`src/rtl/regfile_sb.sv`:
```
// regfile_sb: register file with two combinational read ports and one
// byte-masked write port. It also keeps a per-register busy scoreboard and
// a sticky out-of-range error flag.
// Optional feature: define REGFILE_BYPASS_EN to forward a same-cycle write
// to the read ports.
module regfile_sb #(
   parameter int NUM_REGS = 12,
   parameter int DATA_W   = 16,
   parameter int ADDR_W   = 4,
   parameter int ZERO_REG = 0
) (
   input  logic                  clk,
   input  logic                  rst,
   input  logic                  wr_en,
   input  logic [ADDR_W-1:0]     wr_addr,
   input  logic [DATA_W/8-1:0]   wr_be,
   input  logic [DATA_W-1:0]     wr_data,
   input  logic                  rsv_en,
   input  logic [ADDR_W-1:0]     rsv_addr,
   input  logic [ADDR_W-1:0]     rd_addr_a,
   input  logic [ADDR_W-1:0]     rd_addr_b,
   output logic [DATA_W-1:0]     rd_data_a,
   output logic [DATA_W-1:0]     rd_data_b,
   output logic                  rd_busy_a,
   output logic                  rd_busy_b,
   input  logic                  err_clr,
   output logic                  err
);

   localparam int NB = DATA_W / 8;

   logic [DATA_W-1:0]   mem_q [NUM_REGS];
   logic [DATA_W-1:0]   mem_d [NUM_REGS];
   logic [NUM_REGS-1:0] busy_q, busy_d;
   logic                err_q, err_d;
   logic                wr_ok, rsv_ok, any_err;
   logic [DATA_W-1:0]   data_a, data_b;
   logic                busy_a, busy_b;

   function automatic logic in_range(input logic [ADDR_W-1:0] a);
      return ({{(32-ADDR_W){1'b0}}, a} < NUM_REGS);
   endfunction

   function automatic logic is_zero_reg(input logic [ADDR_W-1:0] a);
      return (ZERO_REG != 0) && (a == '0);
   endfunction

   function automatic logic [DATA_W-1:0] byte_merge(input logic [DATA_W-1:0] old_v,
                                                    input logic [DATA_W-1:0] new_v,
                                                    input logic [NB-1:0]     be);
      logic [DATA_W-1:0] res;
      res = old_v;
      for (int i = 0; i < NB; i++) begin
         if (be[i]) res[8*i +: 8] = new_v[8*i +: 8];
      end
      return res;
   endfunction

   // Qualify write/reserve strobes and detect any out-of-range access this cycle.
   always_comb begin
      wr_ok   = wr_en && in_range(wr_addr) && !is_zero_reg(wr_addr);
      rsv_ok  = rsv_en && in_range(rsv_addr) && !is_zero_reg(rsv_addr);
      any_err = (wr_en && !in_range(wr_addr)) || (rsv_en && !in_range(rsv_addr)) ||
                !in_range(rd_addr_a) || !in_range(rd_addr_b);
   end

   // Next state: a write clears busy, a reservation then sets it (new producer wins).
   always_comb begin
      mem_d  = mem_q;
      busy_d = busy_q;
      for (int r = 0; r < NUM_REGS; r++) begin
         if (wr_ok && wr_addr == ADDR_W'(r)) begin
            mem_d[r]  = byte_merge(mem_q[r], wr_data, wr_be);
            busy_d[r] = 1'b0;
         end
         if (rsv_ok && rsv_addr == ADDR_W'(r)) busy_d[r] = 1'b1;
      end
      // A new error outranks a same-cycle clear.
      err_d = any_err | (err_q & ~err_clr);
   end

   // State registers with asynchronous reset.
   always_ff @(posedge clk or posedge rst) begin
      if (rst) begin
         for (int r = 0; r < NUM_REGS; r++) mem_q[r] <= '0;
         busy_q <= '0;
         err_q  <= 1'b0;
      end else begin
         mem_q  <= mem_d;
         busy_q <= busy_d;
         err_q  <= err_d;
      end
   end

   // Combinational read ports; unmatched (out-of-range) addresses read as zero.
   always_comb begin
      data_a = '0;
      data_b = '0;
      busy_a = 1'b0;
      busy_b = 1'b0;
      for (int r = 0; r < NUM_REGS; r++) begin
         if (rd_addr_a == ADDR_W'(r)) begin
            data_a = mem_q[r];
            busy_a = busy_q[r];
         end
         if (rd_addr_b == ADDR_W'(r)) begin
            data_b = mem_q[r];
            busy_b = busy_q[r];
         end
      end
`ifdef REGFILE_BYPASS_EN
      if (wr_ok && wr_addr == rd_addr_a) begin
         data_a = byte_merge(data_a, wr_data, wr_be);
         busy_a = rsv_ok && (rsv_addr == rd_addr_a);
      end
      if (wr_ok && wr_addr == rd_addr_b) begin
         data_b = byte_merge(data_b, wr_data, wr_be);
         busy_b = rsv_ok && (rsv_addr == rd_addr_b);
      end
`else
`endif
      // Bypass data must not leak out while reset is held.
      if (rst) begin
         data_a = '0;
         data_b = '0;
         busy_a = 1'b0;
         busy_b = 1'b0;
      end
   end

   assign rd_data_a = data_a;
   assign rd_data_b = data_b;
   assign rd_busy_a = busy_a;
   assign rd_busy_b = busy_b;
   assign err       = err_q;

endmodule
```
`config.mk`:
```
export PLATFORM = sky130hd
export DESIGN_NAME = regfile_sb
export DESIGN_NICKNAME = d
export VERILOG_FILES = /design/src/rtl/regfile_sb.sv
export SDC_FILE = /design/constraint.sdc
export NUM_CORES = 1
export LEC_CHECK = 0
export ABC_AREA = 1
export BUFFER_PORTS_ARGS = -buffer_cell sky130_fd_sc_hd__buf_2
export CAP_MARGIN = 20
export CORE_UTILIZATION = 48
export CTS_BUF_LIST = sky130_fd_sc_hd__clkbuf_4 sky130_fd_sc_hd__clkbuf_8
export CTS_CLUSTER_SIZE = 16
export DETAILED_ROUTE_END_ITERATION = 10
export GPL_TIMING_DRIVEN = 0
export HOLD_SLACK_MARGIN = 0.08
export PLACE_DENSITY_LB_ADDON = 0.15
export SLEW_MARGIN = 20
export SYNTH_ARGS = -nofsm -noshare
export SYNTH_HDL_FRONTEND = slang
export SYNTH_SLANG_ARGS = --single-unit
```
`constraint.sdc`:
```
create_clock -name clk -period 9.93 [get_ports clk]
set_input_delay 0 -clock clk [delete_from_list [all_inputs] [get_ports clk]]
set_output_delay 0 -clock clk [all_outputs]
set_load 0.02 [all_outputs]
```
---- After elaboration in Yosys (flattened, before gate mapping) ----
Cells that the tools add are included.
W data, S select, Z words.
word-level totals
  bits in registers ....................... 205
  bits in latches ......................... 0
  bits in writable memories ............... 0
  ROM bits ................................ 0
  bits of input ports ..................... 39
  output and inout bits ................... 35
  logic and storage cells ................. 239
  memories kept ........................... 0
operators by class
  add/subtract/negate cells ............... 0
  multipliers ............................. 0
  divide/modulo/power cells ............... 0
  $lt $le $gt $ge ......................... 4
  eq/ne operators ......................... 44
  shift-type cells ........................ 0
  multiplexer cells ....................... 76
  bitwise operators ....................... 3
  reductions and logical operators ........ 75
operators by type and width
  kind                  number
  $mux W16              26
  $eq A4 B3 Y1 const B  16
  $eq A4 B4 Y1 const B  16
  $mux W1               50
  $reduce_and A2 Y1     24
  $eq A4 B2 Y1 const B  8
  $logic_and A1 B1 Y1   28
  $reduce_bool A2 Y1    12
  $eq A4 B1 Y1 const B  4
  $logic_not A4 Y1      4
  $lt A4 B4 Y1 const B  4
  $logic_not A1 Y1      4
  $logic_or A1 B1 Y1    3
  $and A1 B1 Y1         1
  $not A1 Y1            1
  $or A1 B1 Y1          1

---- Longest topological paths before layout ----
Gate-level depths: netlist of run 1.
  word-level depth ........................ 14
  depth in mapped cells ................... 13
  depth with buffers taken out ............ 13

---- Worst setup path before layout of run 1 ----
No wires, ideal clock.
  kind .................................... input port to output port
  start ................................... input port rst
  end ..................................... output port rd_data_a[0]
  data arrival time ....................... 7.359 ns
  data required time ...................... 9.930 ns
  setup slack ............................. 2.571 ns
  stages .................................. 4
  path buffers ............................ 1
  cell sequence ........................... inv_1 -> clkbuf_1 -> o21ai_0 -> nor2_1
between the ends
  longest elaborated chain between the ends .. 1
ends and longest elaborated chain
  item             line  RTL
  start, declared  13    input logic rst,
  $mux W16         123   if (rst) begin
  end, declared    22    output logic [DATA_W-1:0] rd_data_a,
No other way between the ends.

---- Worst setup path in the final report of run 1 ----
  start ................................... input port rst
  end ..................................... output port rd_data_a[3]
Same word-level chain as after synthesis.

==> summary.txt, run 1 <==
Run status
  • Run status: completed

Die
  • Standard-cell rows: 56
  • Top-Level Pins: 74
  • Core box area: 0.02340 mm²
  • Die Wd: 156.4 µm
  • DIE AREA: 0.02447 mm²
  • Die Y: 156.4 µm
  • Starting density of the core: 48.91%

STA
  • Final period util: approximately a quarter
  • Skew final: 0 ps
  • Final Hold Vio Count: 0
  • Fin crit period: 2312 ps
  • Highest clock rate: around 430 MHz
  • Fin. max-slew vios: 0
  • Sum Neg Setup Slack: 0 ps
  • Actual slew at the worst max-slew pin: around 730 ps
  • RSZ-0062 raised after global routing: false
  • Worst slew margin: 51.19%
  • Final setup viols: 0

Clock network
  • Resized Gates After CTS: 0
  • Cts-stage hold buffer count: 41
  • Deepest clock path buffer count: 3
  • Clock Latency Late Sink: 520 ps
  • H-tree level count: 2
  • CTS buffer count: 39
  • Postcts setup bufs: 0
  • Clock sink count: just over 200
  • Clk slew on worst S/H paths: 50 ps
  • CTS tree: done
  • Root buffer cell: clkbuf_8

Worst setup path
  • Setup CP Type: primary input to output pin
  • CP required: 9930 ps
  • Crit-path most repeated cell: buf_2
  • CP startpoint kind: primary input
  • Largest delay share family, worst path: buffers and inverters
  • Crit-path max FO: 46
  • Buf/Inv on CP: 6
  • Crit-path cells: dlygate4sd3_1 > buf_2 > inv_1 > clkbuf_4 > buf_12 > o21ai_0 > nor2_1 > buf_2
  • CP endpoint kind: output pin
  • Reg2reg path depth: 2
  • Levels on crit path: 8
  • Worst EP arrival: around 2300 ps
  • Max stage delay on crit path: between 600 and 700 ps
  • Slowest stage cell on the critical path: clkbuf_4

Power
  • Tot Pwr: 2.370 mW
  • Power per cell area: 176.1 mW/mm²
  • Leakage: 6.532 nW
  • Peak VDD IR: 0.1061 mV

Placed design
  • DP HPWL: approximately 30 mm
  • Input/output buffers: 73
  • GPL Wtd Cong: 0.9592

Yosys
  • Post-synthesis cell count: 1648
  • Yosys top cell area share: 44.81%
  • Post-Syn Area: approximately 0.011 mm²
  • Syn Area/Cell: 6.946 µm²
  • Top cells by area, synth: dfrtp_1 45%, nand2_1 19%, o21ai_0 9.8%
  • Cell variety after synth: 26
  • FF+latch count, synth: around 210
  • Sequential area share after synthesis: around 45%
  • YS warnings: 0
  • Syn nets: 1687
  • Area leader, netlist: dfrtp_1

Global route
  • GRT Total Usage: approximately 33%
  • Grt ovf: 0
  • Vias in the first global route: 11230
  • Initial antenna violation count: 0
  • Pin count of the biggest net entering global routing: 47
  • Global Route met2 Usage: roughly 54%
  • Global-route wire length before repair: 59.96 mm
  • Met3 GRT Util: 4.985%
  • Gr busiest metal: met2
  • M1 GR Usage: between 40 and 50%

Route
  • DR pass1 iterations: 6
  • Post-Route WL: approximately 39 mm
  • Antenna-violating nets left: 0
  • Routed len/inst: 18.09 µm
  • DRT iter0 DRCs: approximately 1100
  • DRC: 0
  • Vias post-DR: 11760
  • Vias/cell: 5.478

Finish
  • Fin nets: ~1800
  • Share of layout cells above drive strength 1: about 11%
  • Ant diodes: 0
  • Post-layout utilization of the core: between 50% and 60%
  • Synth-to-layout area growth: 17.59%

Min path
  • Worst min-delay path category: primary input to flop
  • Hold Path Depth: 4

Job
  • MaxCap Viol Count: 0
-- per-layer routing --
metal | up-vias | share of wire [%]
li1 | 5586 | -
met1 | 5656 | 43
met2 | 419 | 47
met3 | 100 | 7.0
met4 | 0 | 3.6
met5 | - | 0
-- power by group --
part	internal, mW	switching, mW	leakage [nW]	total (mW)
clock network	0.446	0.363	0.393	0.810
logic	0.161	0.263	3.63	0.424
registers	1.02	0.122	2.51	1.14
-- registers in the layout (all words and copies together), names as in the netlist --
register  flops
mem_q       192
busy_q       12
err           1
-- Yosys cell counts --
cell,n
o221ai_1,1
buf_2,24
inv_2,9
nand3_1,93
o21ai_1,2
a21oi_1,21
o22ai_1,1
nand2_1,591
o21ai_0,225
a32o_1,4
nor2_2,9
buf_4,2
nor2_4,3
nor3b_1,1
a22o_1,2
dfrtp_1,205
nand4_1,57
clkinv_1,5
clkbuf_1,32
nor2_1,115
o21a_1,43
or2_2,11
nand2_2,2
nor3_1,1
buf_6,1
inv_1,188
-- cell type report --
cell class                      instances  area [µm²]
Inverter                              202       758.2
Fill cell                            2335        9942
Clock inverter                          7       37.54
Clock buffer                           55       694.4
Sequential cell                       205        5130
Multi-Input combinational cell       1182        5293
Timing Repair Buffer                  118       878.3
Buffer                                 59       270.3
Tap cell                              319       399.1
-- cell usage in the layout (no fill, tap or decap) --
master         synthesis  final
o221ai_1               1      1
nand2_2                2      2
buf_2                 24     97
buf_16                 0      3
nor3b_1                1      1
o21ai_1                2      2
clkinvlp_4             0      1
buf_12                 0      1
nand3_1               93     93
dfrtp_1              205    205
buf_6                  1      1
clkbuf_4               0     11
a22o_1                 2      2
or2_2                 11     11
clkbuf_8               0     45
clkbuf_1              32     31
nand2_1              591    591
o21a_1                43     43
a32o_1                 4      4
buf_4                  2      2
nor3_1                 1      1
a21oi_1               21     21
inv_1                188    188
dlygate4sd3_1          0     41
clkinv_1               5      5
nor2_4                 3      3
nor2_2                 9      9
o22ai_1                1      1
inv_2                  9      9
o21ai_0              225    225
nand4_1               57     57
clkinv_2               0      6
nor2_1               115    115
-- worst paths after layout --
check / slack, ps / from / end
max in group asynchronous: 8470 / rst / mem_q[184]
setup reg to reg: 8630 / busy_q[4] / busy_q[4]
setup / recovery: 7620 / rst / rd_data_a[3]
min in group asynchronous: 480 / rst / mem_q[10]
hold / removal: 230 / wr_data[0] / mem_q[80]
hold reg to reg: 490 / mem_q[157] / mem_q[157]
-- stage by stage --
stage	cells	hold slack, ps	worst slack, ps	instance area, µm²
2_1_floorplan	1648	121.0	1652	11450
3_3_place_gp	2040	224.4	-2234	12210
3_5_place_dp	2044	231.7	7903	12320
4_1_cts	2147	209.7	7581	13460
5_1_grt	2147	254.9	7419	13460
6_report	2147	228.9	7618	13460
-- logic make-up after synthesis --
| family | Yosys count | synth area share (%) |
|---|---|---|
| AOI/OAI and AO/OA | 299 | 14.30 |
| buffers and inverters | 261 | 8.952 |
| DFF | 205 | 44.81 |
| and+or+nand+nor | 883 | 31.94 |
-- tightest hold or removal path, cell delays in order --
cell	delay (ps)
dlygate4sd3_1	510
buf_2	100
nand2_1	40
o21ai_0	50
Power figures use the tool's default switching activity.
==> run 2, diff against run 1 <==
clock period = 2.1 ns   (was 9.93 ns; I/O delays follow)
==> summary.txt, run 2 (synthesis gave the netlist of run 1 again) <==
Run status
  • Failing checks: hold timing
  • Run status: finished with violations

Die
  • Standard-cell rows: 56 (unchanged)
  • Die Wd: 156.4 µm (unchanged)
  • DIE AREA: 0.02447 mm² (unchanged)
  • Die Y: 156.4 µm (unchanged)
  • Starting density of the core: 48.91% (unchanged)
  • Core box area: 0.02340 mm² (unchanged)
  • Top-Level Pins: 74 (unchanged)

Worst setup path
  • Crit-path max FO: 3 (-93%)
  • Largest delay share family, worst path: buffers and inverters
  • Reg2reg start: busy_q[7]
  • Setup CP Type: primary input to flop
  • Crit-path cells: dlygate4sd3_1 > buf_2 > nand2_1 > nor2_1 > dlygate4sd3_1 > nand2_1 > a32o_1 > dlygate4sd3_1
  • Worst EP arrival: 2450 ps (+140 ps)
  • Reg2reg path depth: 2 (unchanged)
  • Max stage delay on crit path: 610 ps (-60 ps)
  • Crit-path most repeated cell: dlygate4sd3_1
  • Buf/Inv on CP: 4 (-2)
  • CP startpoint kind: primary input
  • CP endpoint kind: flop
  • CP required: 2530 ps (-7400 ps)
  • FF-to-FF setup slack: 810 ps (-7820 ps)
  • Slowest stage cell on the critical path: dlygate4sd3_1
  • R2r endpoint: busy_q[7]

Finish
  • Post-layout utilization of the core: 57.88% (+0.36 points)
  • Final instance area: 0.01354 mm² (+0.62%)
  • Most common cell after layout, fill and taps aside: nand2_1
  • Ant diodes: 0 (unchanged)
  • Share of layout cells above drive strength 1: 12.12% (+1.1 points)
  • Final Non-Filler Cells: 2143 (-0.19%)
  • Synth-to-layout area growth: 18.32%
  • Commonest non-fill, non-tap cells in the layout: 586 x nand2_1, 225 x o21ai_0, 205 x dfrtp_1
  • Fin nets: 1841 (-0.27%)
  • Biggest register: mem_q
  • Max reg flops: 192 (unchanged)

STA
  • Fin crit period: 2016 ps
  • Final period util: a little over nine tenths
  • Skew final: 0 ps (unchanged)
  • Hold slack: -164.9 ps (-393.8 ps)
  • Fin. max-slew vios: 0 (unchanged)
  • Highest clock rate: around 500 MHz
  • Final setup viols: 0 (unchanged)
  • Worst slew margin: 49.55% (-1.6 points)
  • RSZ-0062 raised after global routing: true
  • Sum Neg Setup Slack: 0 ps (unchanged)
  • Final Hold Vio Count: 96 (+96)
  • Actual slew at the worst max-slew pin: 753.9 ps (+24.50 ps)
  • Setup slack after layout: 83.66 ps (-7535 ps)

Placed design
  • # placed instances: 2041 (-0.15%)
  • DP HPWL: 29.53 mm (-0.86%)
  • Placed Instance Area: 0.01226 mm² (-0.47%)
  • Pre-CTS setup slack: 33.88 ps (-7869 ps)
  • GPL Wtd Cong: 0.9689 (+1.0%)
  • Input/output buffers: 73 (unchanged)

Global route
  • Vias in the first global route: 11350 (+1.1%)
  • Initial antenna violation count: 0 (unchanged)
  • Global-route wire length before repair: 60.35 mm (+0.66%)
  • Pin count of the biggest net entering global routing: 116 (+150%)
  • Grt ovf: 0 (unchanged)
  • GRT Total Usage: 32.89% (+0.36 points)

Power
  • Peak VDD IR: 0.4937 mV (+370%)
  • Leakage: 6.557 nW (+0.39%)
  • Tot Pwr: 11.47 mW (+380%)
  • Power per cell area: 846.8 mW/mm² (+380%)

Min path
  • Worst min-delay path category: primary input to async pin

Clock network
  • Clock Latency Late Sink: 540 ps (+20 ps)
  • Clk slew on worst S/H paths: 60 ps (about the same)
  • Clock sink count: 205 (unchanged)
  • Deepest clock path buffer count: 3 (unchanged)
  • CTS buffer count: 39 (unchanged)
  • H-tree level count: 2 (unchanged)
  • Root buffer cell: clkbuf_8
  • Cts-stage hold buffer count: 40 (-2.4%)
  • CTS tree: done

Route
  • Routed len/inst: 18.19 µm (+0.59%)
  • DR pass1 iterations: 6 (unchanged)
  • Vias/cell: 5.436 (-0.77%)
  • Antenna-violating nets left: 0 (unchanged)
  • Post-Route WL: 38.99 mm (+0.40%)
  • DRC: 0 (unchanged)
  • DRT iter0 DRCs: 986 (-11%)
  • Vias post-DR: 11650 (-0.95%)

Job
  • MaxCap Viol Count: 0 (unchanged)
[run 2: timing repair]
action	CTS	global route
setup endpoints to repair	0	106
gates resized for setup	0	30
endpoints found under the hold margin	291	96
setup buffers	0	1
[run 2: cell type report]
type	count	area, µm²
Fill cell	2359	9858
Multi-Input combinational cell	1182	5353
Sequential cell	205	5130
Timing Repair Buffer	116	828.3
Inverter	202	765.7
Clock buffer	61	752.0
Tap cell	319	399.1
Buffer	56	281.5
Clock inverter	2	35.03
[run 2: worst register-to-register path: cells and delay by family, from the launching register on]
family | cells | cell delay, ps
compound gates | 1 | 220
flops | 1 | 390
buf+inv | 1 | 560
[run 2: layer usage]
metal | track usage (%) | up-vias | share of wire [%]
met2 | 53.74 | 412 | 47
li1 | - | 5566 | -
met5 | 0 | - | 0
met4 | 14.99 | 0 | 4.2
met3 | 4.237 | 95 | 6.3
met1 | 43.57 | 5576 | 43
[run 2: worst max path at each step]
stage          cells after the start           end  slack (ps)          from
2_1_floorplan                      4  rd_data_a[0]         390           rst
3_3_place_gp                       6  rd_data_a[0]        -290           rst
3_5_place_dp                      13  rd_data_a[5]          30  rd_addr_a[0]
4_1_cts                           11    mem_q[159]          20    wr_addr[1]
5_1_grt                            8     busy_q[5]         -20         wr_en
6_report                           8     busy_q[5]          80    wr_addr[2]
[run 2: where the power goes]
group,switching (mW),internal (mW)
combinational,1.26,0.766
clock,1.70,2.37
sequential,0.572,4.80
==> run 3, diff against run 2 <==
clock period = 2.3 ns   (was 2.1 ns; I/O delays follow)
==> summary.txt, run 3 (synthesis gave the netlist of run 1 again) <==
Run status
  • Run status: finished with violations
  • Failing checks: hold timing

STA
  • Fin crit period: 2197 ps
  • Skew final: 0 ps (unchanged)
  • Final setup viols: 0 (unchanged)
  • Fin. max-slew vios: 0 (unchanged)
  • Final Hold Vio Count: 96 (unchanged)
  • Highest clock rate: 455.2 MHz
  • Setup slack after layout: 103.2 ps (+19.52 ps)
  • Actual slew at the worst max-slew pin: 689.8 ps (-64.14 ps)
  • Worst slew margin: 53.84% (+4.3 points)
  • Final period util: 95.51%
  • RSZ-0062 raised after global routing: true
  • Hold slack: -146.9 ps (+17.99 ps)

Worst setup path
  • Crit-path cells: buf_2 > nor2_2 > nand2_1 > inv_2 > buf_4 > nand2_1 > nand4_1 > nand2_1 > nand4_1 > nor2_1 > nor2_1 > buf_2
  • Max stage delay on crit path: 440 ps (-170 ps)
  • Reg2reg start: busy_q[7]
  • Crit-path max FO: 10 (+7)
  • CP startpoint kind: primary input
  • CP required: 2300 ps (-230 ps)
  • Worst Setup SP: rd_addr_a[0]
  • Setup CP Type: primary input to output pin
  • CP endpoint kind: output pin
  • Crit-path most repeated cell: nand2_1
  • Slowest stage cell on the critical path: nor2_2
  • Worst EP arrival: 2200 ps (-250 ps)

Finish
  • Number of fill cells: 2374 (+0.64%)
  • Final Non-Filler Cells: 2144 (+0.047%)
  • Synth-to-layout area growth: 17.52%
  • Biggest register: mem_q
  • Max reg flops: 192 (unchanged)
  • Fin nets: 1842 (+0.054%)
  • Share of layout cells above drive strength 1: 11.01% (-1.1 points)
  • Most common cell after layout, fill and taps aside: nand2_1
  • Ant diodes: 0 (unchanged)
  • Commonest non-fill, non-tap cells in the layout: 591 x nand2_1, 225 x o21ai_0, 205 x dfrtp_1

Die
  • Top-Level Pins: 74 (unchanged)
  • Standard-cell rows: 56 (unchanged)
  • DIE AREA: 0.02447 mm² (unchanged)
  • Die Y: 156.4 µm (unchanged)
  • Die Wd: 156.4 µm (unchanged)
  • Starting density of the core: 48.91% (unchanged)
  • Core box area: 0.02340 mm² (unchanged)

Clock network
  • Clock sink count: 205 (unchanged)
  • Cts-stage hold buffer count: 40 (unchanged)
  • Clock Latency Late Sink: 540 ps (about the same)
  • CTS buffer count: 39 (unchanged)
  • Root buffer cell: clkbuf_8
  • Deepest clock path buffer count: 3 (unchanged)
  • H-tree level count: 2 (unchanged)
  • Clk slew on worst S/H paths: 60 ps (about the same)
  • CTS tree: done

Power
  • Tot Pwr: 10.47 mW (-8.7%)
  • Power per cell area: 778.2 mW/mm² (-8.1%)
  • Leakage: 6.530 nW (-0.41%)
  • Peak VDD IR: 0.4508 mV (-8.7%)

Placed design
  • GPL Wtd Cong: 0.9689 (unchanged)
  • Pre-CTS setup slack: 233.9 ps (+200.0 ps)
  • # placed instances: 2041 (unchanged)
  • Input/output buffers: 73 (unchanged)
  • DP HPWL: 29.53 mm (unchanged)

Job
  • MaxCap Viol Count: 0 (unchanged)

Global route
  • GRT Total Usage: 32.89% (unchanged)
  • Vias in the first global route: 11350 (unchanged)
  • Pin count of the biggest net entering global routing: 116 (unchanged)
  • Grt ovf: 0 (unchanged)
  • Global-route wire length before repair: 60.35 mm (unchanged)
  • Initial antenna violation count: 0 (unchanged)

Route
  • Post-Route WL: 38.90 mm (-0.22%)
  • Routed len/inst: 18.14 µm (-0.27%)
  • DRC: 0 (unchanged)
  • Antenna-violating nets left: 0 (unchanged)
  • DR pass1 iterations: 8 (+2)
  • Vias/cell: 5.469 (+0.61%)
  • DRT iter0 DRCs: 983 (-0.30%)
  • Vias post-DR: 11730 (+0.66%)

Min path
  • Worst min-delay path category: primary input to async pin
## run 3: cell types whose count changed in the layout (fill, tap and decap cells not counted)
cell	delta
nand2_2	-5
clkbuf_16	-1
clkbuf_1	+7
clkinvlp_4	-2
buf_2	+1
clkbuf_2	-4
buf_4	-2
clkinv_1	+2
nor2_1	+7
nor2_4	-5
nor2_2	-2
nand2_1	+5
## run 3: critical path: cells and delay by family
family	cells	cell delay (ps)
buf+inv	4	840
simple gates	8	1340
## run 3: area by class of cell
class | instances | area, µm² | area share (%)
well taps | 319 | 399.1 | 2.967
clock inverters | 2 | 35.03 | 0.2604
flip-flops and latches | 205 | 5130 | 38.13
multi-input cells | 1182 | 5298 | 39.38
inverters | 202 | 758.2 | 5.636
plain buffers | 59 | 287.8 | 2.139
clock buffers | 61 | 752.0 | 5.590
repair buffers | 114 | 793.3 | 5.897
## run 3: path summary, 6_finish.rpt
| path | endpoint | slack [ps] | cells after the start |
|---|---|---|---|
| worst max-delay path | rd_data_a[12] | 100 | 12 |
| worst min-delay path | mem_q[9] | -150 | 3 |
| worst max register to register | busy_q[7] | 1000 | 2 |
| worst min register to register | mem_q[148] | 490 | 2 |
| max in group asynchronous | mem_q[150] | 1460 | 4 |
| min in group clk | mem_q[97] | 220 | 4 |
## run 3: stage by stage
step                cell area (µm²)  setup TNS, ps  util (%)
CTS                           13450              0     57.46
detailed placement            12260              0     52.39
global placement              12220         -357.6     52.22
floorplan                     11460              0         -
global route                  13450         -152.7     57.49
finish                        13450              0     57.49
## run 3: where the power goes
part / total [mW] / switching [mW] / leakage, nW / internal (mW)
registers: 4.91 / 0.524 / 2.51 / 4.38
logic: 1.83 / 1.14 / 3.60 / 0.689
clock network: 3.73 / 1.57 / 0.420 / 2.16
## run 3: repair_timing
item                                    4_1_cts  5_1_grt
endpoints found under the hold margin       291       96
endpoints found under the setup margin        0       12
buffers inserted                              0        0
resized for setup                             0        2
## run 3: metal layers
metal,track usage [%],wire [µm]
met2,53.74,18160
met5,0,0
met4,14.99,1657
met3,4.237,2365
met1,43.57,16720
